<file path="src/rtl/ex_stage.sv">
// EX stage of the 16-bit pipeline: operand forwarding mux, ALU and the EX/MEM register.
// Optional signed-overflow flag on mem_ovf is built only when EX_OVF_FLAG_EN is defined.
module ex_stage #(
  parameter int W = 16
) (
  input  logic         clk,
  input  logic         rst,
  input  logic [3:0]   ex_opcode,
  input  logic [2:0]   ex_dest,
  input  logic [W-1:0] id_val1,
  input  logic [W-1:0] id_val2,
  input  logic [W-1:0] imm,
  input  logic [1:0]   ALUsel1,
  input  logic [1:0]   ALUsel2,
  input  logic [W-1:0] mem_fwd_data,
  input  logic [W-1:0] wb_fwd_data,
  input  logic         stall,
  input  logic         flush,
  output logic [3:0]   mem_opcode,
  output logic [2:0]   mem_reg,
  output logic         wb_mem,
  output logic [W-1:0] mem_alu_res,
  output logic [W-1:0] mem_store_data,
  output logic         mem_valid,
  output logic [W-1:0] stall_cnt,
  output logic         mem_ovf
);

  typedef enum logic [3:0] {
    OP_NOP  = 4'd0,  OP_ADD = 4'd1,  OP_SUB = 4'd2,  OP_AND = 4'd3,
    OP_OR   = 4'd4,  OP_NOR = 4'd5,  OP_XOR = 4'd6,  OP_SLL = 4'd7,
    OP_SRL  = 4'd8,  OP_ADDI = 4'd9, OP_LD  = 4'd10, OP_ST  = 4'd11
  } opcode_e;

  typedef struct packed {
    logic [3:0]   opcode;
    logic [2:0]   dest;
    logic         wb;
    logic         valid;
    logic [W-1:0] alu_res;
    logic [W-1:0] store_data;
  } exmem_t;

  exmem_t       exmem_d, exmem_q;
  logic [W-1:0] stall_cnt_d, stall_cnt_q;
  logic [W-1:0] op_a, op_r, op_b, alu_res;
  logic         bubble;

  // Forwarding encoding: 1 = MEM result, 2 = WB result, 0/3 = register file.
  function automatic logic [W-1:0] fwd_sel(input logic [1:0] sel, input logic [W-1:0] rf,
                                           input logic [W-1:0] mem_v, input logic [W-1:0] wb_v);
    case (sel)
      2'd1:    return mem_v;
      2'd2:    return wb_v;
      default: return rf;
    endcase
  endfunction

  always_comb begin
    op_a = fwd_sel(ALUsel1, id_val1, mem_fwd_data, wb_fwd_data);
    op_r = fwd_sel(ALUsel2, id_val2, mem_fwd_data, wb_fwd_data);
    op_b = (ex_opcode inside {OP_ADDI, OP_LD, OP_ST}) ? imm : op_r;
  end

  always_comb begin
    alu_res = '0;
    case (ex_opcode)
      OP_ADD, OP_ADDI, OP_LD, OP_ST: alu_res = op_a + op_b;
      OP_SUB:  alu_res = op_a - op_b;
      OP_AND:  alu_res = op_a & op_b;
      OP_OR:   alu_res = op_a | op_b;
      OP_NOR:  alu_res = ~(op_a | op_b);
      OP_XOR:  alu_res = op_a ^ op_b;
      OP_SLL:  alu_res = op_a << op_b[3:0];
      OP_SRL:  alu_res = op_a >> op_b[3:0];
      default: alu_res = '0;
    endcase
  end

  assign bubble = stall | flush;

  always_comb begin
    exmem_d = '0;
    if (!bubble) begin
      exmem_d.opcode     = ex_opcode;
      exmem_d.valid      = (ex_opcode >= 4'd1) && (ex_opcode <= 4'd11);
      exmem_d.wb         = (ex_opcode >= 4'd1) && (ex_opcode <= 4'd10);
      exmem_d.dest       = exmem_d.wb ? ex_dest : 3'd0;
      exmem_d.alu_res    = alu_res;
      exmem_d.store_data = op_r;
    end
  end

  // Saturating bubble counter; flush alone leaves it untouched.
  always_comb begin
    stall_cnt_d = stall_cnt_q;
    if (stall && (stall_cnt_q != '1)) stall_cnt_d = stall_cnt_q + 1'b1;
  end

  always_ff @(posedge clk or posedge rst) begin
    if (rst) begin
      exmem_q     <= '0;
      stall_cnt_q <= '0;
    end else begin
      exmem_q     <= exmem_d;
      stall_cnt_q <= stall_cnt_d;
    end
  end

`ifdef EX_OVF_FLAG_EN
  logic ovf_d, ovf_q;

  // Signed overflow: add overflows when same-sign operands give a different-sign
  // result; subtract when the operands differ in sign and the result flips from A.
  always_comb begin
    ovf_d = 1'b0;
    if (!bubble) begin
      case (ex_opcode)
        OP_ADD, OP_ADDI:
          ovf_d = (op_a[W-1] == op_b[W-1]) && (alu_res[W-1] != op_a[W-1]);
        OP_SUB:
          ovf_d = (op_a[W-1] != op_b[W-1]) && (alu_res[W-1] != op_a[W-1]);
        default: ovf_d = 1'b0;
      endcase
    end
  end

  always_ff @(posedge clk or posedge rst) begin
    if (rst) ovf_q <= 1'b0;
    else     ovf_q <= ovf_d;
  end

  assign mem_ovf = ovf_q;
`else
  assign mem_ovf = 1'b0;
`endif

  assign mem_opcode     = exmem_q.opcode;
  assign mem_reg        = exmem_q.dest;
  assign wb_mem         = exmem_q.wb;
  assign mem_valid      = exmem_q.valid;
  assign mem_alu_res    = exmem_q.alu_res;
  assign mem_store_data = exmem_q.store_data;
  assign stall_cnt      = stall_cnt_q;

endmodule

</file>
<file path="config.mk">
export PLATFORM = sky130hd
export DESIGN_NAME = ex_stage
export DESIGN_NICKNAME = d
export VERILOG_FILES = /design/src/rtl/ex_stage.sv
export SDC_FILE = /design/constraint.sdc
export NUM_CORES = 1
export LEC_CHECK = 0
export ABC_CLOCK_PERIOD_IN_PS = 2400
export CAP_MARGIN = 30
export CELL_PAD_IN_SITES_DETAIL_PLACEMENT = 0
export CELL_PAD_IN_SITES_GLOBAL_PLACEMENT = 2
export CORE_MARGIN = 2
export CORE_UTILIZATION = 29
export CTS_CLUSTER_SIZE = 40
export DETAILED_ROUTE_END_ITERATION = 8
export PLACE_DENSITY = 0.82
export SLEW_MARGIN = 20
export SYNTH_ARGS = -nofsm -noshare
export SYNTH_HDL_FRONTEND = slang
export SYNTH_SLANG_ARGS = --single-unit
</file>
<file path="constraint.sdc">
create_clock -name clk -period 2.4 [get_ports clk]
set_input_delay 0.24 -clock clk [delete_from_list [all_inputs] [get_ports clk]]
set_output_delay 0.24 -clock clk [all_outputs]
set_load 0.05 [all_outputs]
</file>
==> impl_results.md, run 1 <==
- Buf/Inv on CP: 4
- Setup-failing EPs final: 16
- Post-DP HPWL: 20.8 mm
- GRT Total Usage: 24.9%
- WP data arrival: 3900 ps
- Most common cell after layout, fill and taps aside: buf_4
- Failing checks: setup timing
- Die height: 148 um
- Actual slew at the worst max-slew pin: 991 ps
- Max Transition Viols Final: 0
- PD cells: 599 nW/um2
- WS Path Type: input pin to flop
- Io pins: 153
- Post-synth EDFFs: 0
- Filler cells: 1861
- Worst path slowest cell: a2111oi_4
- Min Clock Period, post-route: 3670 ps
- Final cell count without fillers: 1414
- First-pass GRT wire length: 42.0 mm
- Core ar.: 20300 um2
- Die ar.: 21900 um2
- Final hold slack: 232 ps
- Synthesized netlist cell count: 756
- Yosys reg bits: 57
- CP Max Fanout: 6
- Async SR Flop Fraction: 100%
- H-tree depth: 3
- Leakage power: 5.08 nW
- GR Util met2: 42.7%
- DP Cell Count: 1358
- Mapped cell area: 6000 um2
- Final period util: 153%
- Vias: 7381
- Routability cong.: 0.911
- Inserted Clock Buffers: 9
- Setup TNS: -11950 ps
- Synth top area share: 23.8%
- Register area share after synthesis: 23.8%
- Drt initial violations: 530
- CTS Root Cell: clkbuf_16
- Max incr delay on CP: 520 ps
- Met3 GRT Util: 2.81%
- Max Freq: 272 MHz
- Fin util: 54.4%
- Startpoint Class: input pin
- Post-DR wirelength/cell: 19.5 um
- Slew HR: 33.7%
- Total grt overflow: 0
- N_diodes: 0
- Routed Antenna Nets: 0
- Initial antenna violation count: 0
- Dpl cell area: 9540 um2
- DR vias/cell: 5.22
- Longest Clk Path Bufs: 2
- Die width: 148 um
- Distinct cells, synth: 67
- Nets: 1290
- GR peak layer: met2
- Met1 Use GR: 32.6%
- Top cell type by total area after synthesis: dfrtp_1
- Initial Utilization: 29.6%
- Worst min-delay path category: input pin to async pin
- Layout cell share with drive strength beyond 1: 39.0%
- Req. time, crit path: 2630 ps
- Area grow syn2layout: 83.8%
- Drt drc: 0
- Ys flop type: dfrtp_1
- Post-route cell area: 11000 um2
- Port Buf Inserts: 151
- Vias in the first global route: 7574
- Most frequent cells in the layout: 237 x buf_4, 133 x clkdlybuf4s50_1, 72 x nor2_1
- CTS tree: done
- Pin count of the biggest net entering global routing: 34
- Hold buffers post-CTS: 0
- Avg Inst Size Synth: 7.94 um2
- Syn Nets: 907
- Final Hold Viols: 0
- Setup WS post-layout: -1270 ps
- Drt first pass iters: 5
- Worst-skew pair later-pin latency: 340 ps
- Max-cap violations: 0
- CTS Sinks: 57
- CTS clk-pin slew, worst paths: 60 ps
- DRT Wirelength: 27.5 mm
- CP endpoint kind: flop
- Ys Warns: 0
- RSZ-0062 raised after global routing: true
- Critical path's top delay family: compound AO/OA/AOI/OAI gates
- Status: complete, but fails checks
- Crit path cell chain: buf_8 > inv_8 > ha_4 > buf_4 > nand2_1 > o21ai_2 > buf_12 > mux2i_4 > nor2_4 > xnor2_2 > fa_2 > a211o_1 > a2111oi_4 > o311ai_4 > a21o_1 > a21oi_2 > o21ai_1 > xor2_1 > a221oi_2 > nor2_1
- Skew final: 5.96 ps
- Ranking of synthesized cells by area: dfrtp_1 24%, ha_1 11%, mux2i_1 6.8%
- VDD IR max: 0.000309 V
- Num rows: 52
[routing by layer]
layer | routed length [um] | share of wire (%)
met1 | 11900 | 43
met2 | 13200 | 48
met3 | 1380 | 5.0
met4 | 994 | 3.6
met5 | 0 | 0
[cell families after synthesis]
logic type | Yosys count | share of synthesized area (%)
buf+inv | 90 | 6.07
fa+ha+maj | 56 | 11.8
xor+xnor | 42 | 6.13
simple gates | 227 | 17.2
mux | 51 | 8.71
other cells | 1 | 0.0625
compound gates | 232 | 26.3
flops | 57 | 23.8
[final timing paths]
path / cells past startpoint / start / end / slack (ps)
setup / recovery: 20 / ALUsel2[0] / mem_alu_res[14] / -1270
hold / removal: 2 / rst / mem_alu_res[3] / 230
hold reg to reg: 1 / stall_cnt[6] / stall_cnt[6] / 480
max in group asynchronous: 3 / rst / stall_cnt[15] / 1490
min in group clk: 3 / ex_opcode[1] / mem_opcode[1] / 290
setup reg to reg: 8 / stall_cnt[4] / stall_cnt[14] / 360
[cell type report]
| type | count | area, um2 | share of cell area, % |
|---|---|---|---|
| clock buffers | 9 | 225 | 2.04 |
| well taps | 270 | 338 | 3.06 |
| multi-input cells | 609 | 5030 | 45.5 |
| clock inverters | 7 | 80.1 | 0.726 |
| flip-flops and latches | 57 | 1430 | 13.0 |
| inverters | 43 | 169 | 1.53 |
| repair buffers | 419 | 3770 | 34.1 |
[what timing repair did]
item                       in CTS  in global routing
hold endpoints to repair        0                  0
setup endpoints to repair      16                 16
cloned                          3                  0
setup buffers                  29                 12
pin swaps                      74                 55
resized for setup             141                 68
[power by group]
part	internal (mW)	switching, mW
Combinational	1.98	2.11
Sequential	1.06	0.0960
Clock	0.815	0.555
Total	3.85	2.76
[Yosys cell counts (3+ instances only)]
master     instances
nand2_1           79
nor2_1            75
dfrtp_1           57
o21ai_0           56
ha_1              55
a21oi_1           49
inv_1             41
mux2i_1           41
clkbuf_1          35
xnor2_1           30
a22oi_1           29
a221oi_1          17
a221o_1           14
and2_1            14
nand3_1           12
xor2_1            12
mux2_2            10
a31oi_1            9
o211ai_1           9
nor3_1             8
and3_1             7
nor2b_1            7
buf_2              6
nand2b_1           5
or2_2              5
a21o_1             4
o21a_1             4
o22ai_1            4
o311ai_0           4
a211o_1            3
a211oi_1           3
a32oi_1            3
buf_1              3
nand4_1            3
o2111ai_1          3
or3_1              3
[per-stage QoR]
| stage | power (mW) | setup slack (ps) |
|---|---|---|
| global route | 6.96 | -1450 |
| finish | 6.61 | -1270 |
| detailed placement | 4.50 | -2120 |
| CTS | 6.36 | -1230 |
| global placement | 4.49 | -2020 |
| floorplan | 2.99 | -1550 |
Power figures use the tool's default switching activity.
==> run 2, diff against run 1 <==
CTS_CLUSTER_DIAMETER = 40   (was default)
PLACE_DENSITY = default   (was 0.82)
PLACE_DENSITY_LB_ADDON = 0.1   (was default)
==> run 2 against run 1 <==
The run still ends with setup timing left. Combinational power is 5.4% higher. Utilization increased by 1.8 points. Sequential share of layout area decreased by 0.42 points. Count of clock-buffer cells in the layout is the same.
==> impl_results.md, run 2 (same netlist as run 1, synthesis figures left out) <==
- H-tree depth: 3 (unchanged)
- CTS clk-pin slew, worst paths: 70 ps (about the same)
- Drt initial violations: 555 (+4.7%)
- Initial antenna violation count: 0 (unchanged)
- Register Area: 1430 um2 (unchanged)
- Filler cells: 1826 (-1.9%)
- Max Transition Viols Final: 0 (unchanged)
- Status: complete, but fails checks
- Die ar.: 21900 um2 (unchanged)
- Final hold slack: 194 ps (-37.9 ps)
- Fin util: 56.2% (+1.8 points)
- Drt drc: 0 (unchanged)
- Post-DR wirelength/cell: 21.1 um (+8.4%)
- Slew HR: 52.7% (+19 points)
- Final Hold Viols: 0 (unchanged)
- Vias: 7578 (+2.7%)
- Core ar.: 20300 um2 (unchanged)
- Final cell count without fillers: 1427 (+0.92%)
- First-pass GRT wire length: 44.1 mm (+4.8%)
- Area of the multi-input gates: 5260 um2 (+4.6%)
- Post-route cell area: 11400 um2 (+3.4%)
- WP data arrival: 3840 ps (-60 ps)
- Layout cell share with drive strength beyond 1: 42.4% (+3.4 points)
- Worst min-delay path category: input pin to async pin
- Port Buf Inserts: 151 (unchanged)
- CTS Sinks: 57 (unchanged)
- Max-cap violations: 0 (unchanged)
- RSZ-0062 raised after global routing: true
- Setup WS post-layout: -1200 ps (+68.4 ps)
- Initial Utilization: 29.6% (unchanged)
- Longest Clk Path Bufs: 2 (unchanged)
- PD cells: 595 nW/um2 (-0.76%)
- Post-DP HPWL: 22.4 mm (+7.8%)
- Max Freq: 277 MHz (+1.9%)
- Nets: 1303 (+1.0%)
- DP Worst Slack: -2140 ps (-27.2 ps)
- CTS Root Cell: clkbuf_16
- CP endpoint kind: flop
- Routability cong.: 0.917 (+0.66%)
- Startpoint Class: input pin
- Io pins: 153 (unchanged)
- Most common cell after layout, fill and taps aside: buf_4
- GRT Total Usage: 26.5% (+1.6 points)
- Hold buffers post-CTS: 0 (unchanged)
- DR vias/cell: 5.31 (+1.7%)
- N_diodes: 0 (unchanged)
- Worst-skew pair later-pin latency: 350 ps (about the same)
- Dpl cell area: 9560 um2 (+0.18%)
- Failing checks: setup timing
- Die height: 148 um (unchanged)
- Min Clock Period, post-route: 3600 ps (-68.4 ps)
- VDD IR max: 0.000367 V (+19%)
- Die width: 148 um (unchanged)
- Req. time, crit path: 2630 ps (about the same)
- Vias in the first global route: 7728 (+2.0%)
- Drt first pass iters: 5 (unchanged)
- CP Max Fanout: 3 (-3)
- Area grow syn2layout: 90.0%
- Reg2reg path depth: 8 (unchanged)
- Setup-failing EPs final: 16 (unchanged)
- DRT Wirelength: 30.1 mm (+9.4%)
- Pin count of the biggest net entering global routing: 43 (+26%)
- Most frequent cells in the layout: 238 x buf_4, 127 x clkdlybuf4s50_1, 70 x nor2_1
- DP Cell Count: 1357 (-0.074%)
- Total grt overflow: 0 (unchanged)
- Actual slew at the worst max-slew pin: 700 ps (-291 ps)
- Inserted Clock Buffers: 9 (unchanged)
- Num rows: 52 (unchanged)
- Routed Antenna Nets: 0 (unchanged)
- Leakage power: 5.19 nW (+2.2%)
- Final period util: 150% (-2.8 points)
- Skew final: 10.3 ps (+4.33 ps)
- CTS tree: done
- WS Path Type: input pin to flop
==> run 2: where the power goes <==
group | switching (mW) | leakage, nW | internal, mW
sequential | 0.0921 | 0.766 | 1.06
combinational | 2.24 | 4.29 | 2.07
clock | 0.605 | 0.135 | 0.720
==> run 2: cell type report <==
cell class,count,share of cell area (%)
Clock buffer,9,1.97
Tap cell,270,2.96
Timing Repair Buffer,432,34.4
Sequential cell,57,12.5
Inverter,43,1.52
Clock inverter,7,0.537
Multi-Input combinational cell,609,46.1
==> run 2: per-stage QoR <==
stage | setup TNS, ps | power, mW
2_1_floorplan | -13790 | 2.99
3_3_place_gp | -25850 | 4.53
3_5_place_dp | -27100 | 4.55
4_1_cts | -10670 | 6.39
5_1_grt | -12530 | 7.12
6_report | -11170 | 6.78
==> run 2: path summary, 6_finish.rpt <==
path	start	end	slack (ps)
setup / recovery	mem_fwd_data[7]	mem_alu_res[13]	-1200
hold / removal	rst	mem_alu_res[1]	190
setup reg to reg	stall_cnt[4]	stall_cnt[14]	290
hold reg to reg	stall_cnt[6]	stall_cnt[6]	490
max in group asynchronous	rst	stall_cnt[4]	1620
min in group clk	ex_opcode[1]	mem_opcode[1]	250
==> run 2: critical path, cell delays in order <==
cell	delay (ps)
clkdlybuf4s50_1	460
a22oi_1	220
o21ai_2	110
or4_4	510
a2111oi_4	400
buf_4	220
a21oi_2	80
xnor2_2	150
ha_1	320
a21o_1	220
a221oi_2	310
nor2b_4	220
xnor2_2	100
a22oi_2	200
a21oi_2	70
==> run 2: what timing repair did <==
item,in CTS,in global routing
cloned,2,1
setup endpoints to repair,16,16
hold endpoints to repair,0,0
resized for setup,203,96
buffers inserted,38,19
pin swaps,77,63
==> run 2: metal layers <==
metal / routed length, um / vias to the layer above / track usage (%)
met2: 15000 / 284 / 46.6
met5: 0 / - / 0
met3: 1730 / 48 / 4.38
met1: 12800 / 3711 / 33.3
met4: 661 / 0 / 8.14
li1: - / 3535 / -
==> run 3, diff against run 2 <==
CAP_MARGIN = default   (was 30)
==> run 3 against run 2 <==
The flow still finishes with violations (setup timing). Sequential cell count is the same. Sequential share of layout area about the same. Global-route usage unchanged. Critical path depth unchanged. Clock power hardly changed. Power hardly changed. Setup slack is essentially flat. Clock skew about the same. Register-to-register slack about the same. Largest cell class unchanged.
==> impl_results.md, run 3 (same netlist as run 1, synthesis figures left out) <==
- Status: complete, but fails checks
- Failing checks: setup timing
- Worst path slowest cell: or4_4
- Req. time, crit path: 2630 ps (about the same)
- DP Worst Slack: -2140 ps (unchanged)
- Die width: 148 um (unchanged)
- Nets: 1302 (-0.077%)
- First-pass GRT wire length: 44.1 mm (unchanged)
- Initial Utilization: 29.6% (unchanged)
- Min Clock Period, post-route: 3600 ps (-0.380 ps)
- Slew HR: 18.7% (-34 points)
- Actual slew at the worst max-slew pin: 1210 ps (+514 ps)
- Most common cell after layout, fill and taps aside: buf_4
- Post-DP HPWL: 22.4 mm (unchanged)
- Setup WS post-layout: -1200 ps (+0.380 ps)
- Drt first pass iters: 5 (unchanged)
- Post-route cell area: 11400 um2 (about the same)
- Routability cong.: 0.917 (unchanged)
- CTS Sinks: 57 (unchanged)
- Vias: 7596 (+0.24%)
- PD cells: 594 nW/um2 (about the same)
- CP endpoint kind: flop
- Inserted Clock Buffers: 9 (unchanged)
- N_diodes: 0 (unchanged)
- GRT Total Usage: 26.5% (unchanged)
- Die height: 148 um (unchanged)
- Total grt overflow: 0 (unchanged)
- CP Max Fanout: 3 (unchanged)
- Post-DR wirelength/cell: 21.1 um (-0.20%)
- H-tree depth: 3 (unchanged)
- Initial antenna violation count: 0 (unchanged)
- VDD IR max: 0.000367 V (about the same)
- Max incr delay on CP: 500 ps (about the same)
- Final period util: 150% (about the same)
- Most frequent cells in the layout: 237 x buf_4, 127 x clkdlybuf4s50_1, 70 x nor2_1
- RSZ-0062 raised after global routing: true
- Vias in the first global route: 7728 (unchanged)
- Layout cell share with drive strength beyond 1: 42.3% (-0.050 points)
- Drt drc: 0 (unchanged)
- WP data arrival: 3840 ps (about the same)
- Longest Clk Path Bufs: 2 (unchanged)
- WS Path Type: input pin to flop
- CTS Root Cell: clkbuf_16
- Startpoint Class: input pin
- DR vias/cell: 5.33 (+0.31%)
- CTS tree: done
- Max-cap violations: 0 (unchanged)
- Final Hold Viols: 0 (unchanged)
- CTS clk-pin slew, worst paths: 70 ps (about the same)
- Buf/Inv on CP: 2 (unchanged)
- Critical path's top delay family: compound AO/OA/AOI/OAI gates
- Setup-failing EPs final: 16 (unchanged)
- Routed Antenna Nets: 0 (unchanged)
- Die ar.: 21900 um2 (unchanged)
- Crit path cell chain: clkdlybuf4s50_1 > a22oi_1 > o21ai_2 > or4_4 > a2111oi_4 > buf_4 > a21oi_2 > xnor2_2 > ha_1 > a21o_1 > a221oi_2 > nor2b_4 > xnor2_2 > a22oi_2 > a21oi_2
- DRT Wirelength: 30.0 mm (-0.27%)
- DP Cell Count: 1357 (unchanged)
- Pin count of the biggest net entering global routing: 43 (unchanged)
- Leakage power: 5.19 nW (-0.10%)
- Drt initial violations: 530 (-4.5%)
- Area grow syn2layout: 89.9% (about the same)
- Core ar.: 20300 um2 (unchanged)
- Hold buffers post-CTS: 0 (unchanged)
- Final cell count without fillers: 1426 (-0.070%)
- Skew final: 9.89 ps (-0.397 ps)
- Worst min-delay path category: input pin to async pin
- Max Freq: 278 MHz (about the same)
- Worst-skew pair later-pin latency: 350 ps (about the same)
- Io pins: 153 (unchanged)
- Port Buf Inserts: 151 (unchanged)
- Dpl cell area: 9560 um2 (unchanged)
- Max Transition Viols Final: 0 (unchanged)
- Num rows: 52 (unchanged)
run 3: changes by cell type in the layout (fill, tap and decap cells not counted):
cell,delta
buf_4,-1
run 3: what timing repair did:
| item | CTS | global route |
|---|---|---|
| buffers inserted | 38 | 19 |
| cloned | 2 | 1 |
| setup endpoints to repair | 16 | 16 |
| pin swaps | 77 | 63 |
| gates resized for setup | 203 | 96 |
run 3: path summary, 6_finish.rpt:
kind | end | cells past startpoint | slack [ps] | startpoint
max | mem_alu_res[13] | 15 | -1200 | mem_fwd_data[7]
min | mem_alu_res[1] | 2 | 190 | rst
max reg2reg | stall_cnt[14] | 8 | 300 | stall_cnt[4]
min reg2reg | stall_cnt[6] | 1 | 490 | stall_cnt[6]
max in group asynchronous | stall_cnt[4] | 3 | 1620 | rst
min in group clk | mem_opcode[1] | 3 | 250 | ex_opcode[1]
run 3: area by class of cell:
cell class	instances	area [um2]
timing repair buffer	431	3910
clock buffer	9	225
inverter	43	174
multi-input combinational	609	5260
clock inverter	7	61.3
fill	1830	8900
tap	270	338
sequential	57	1430
run 3: layer usage:
layer	GRT usage (%)	share of wire (%)
met2	46.6	50
met1	33.3	42
met5	0	0
met4	8.14	2.4
met3	4.38	6.1
run 3: power by group:
| group | internal, mW | switching (mW) |
|---|---|---|
| Sequential | 1.06 | 0.0913 |
| Clock | 0.719 | 0.602 |
| Combinational | 2.07 | 2.24 |
run 3: per-stage QoR:
stage / power, mW / util [%] / setup TNS (ps) / hold WS, ps
6_report: 6.78 / 56.2 / -11030 / 192
5_1_grt: 7.12 / 56.2 / -12530 / 235
4_1_cts: 6.39 / 53.1 / -10670 / 206
3_5_place_dp: 4.55 / 47.1 / -27100 / 480
3_3_place_gp: 4.53 / 47.1 / -25850 / 463
2_1_floorplan: 2.99 / - / -13790 / 369
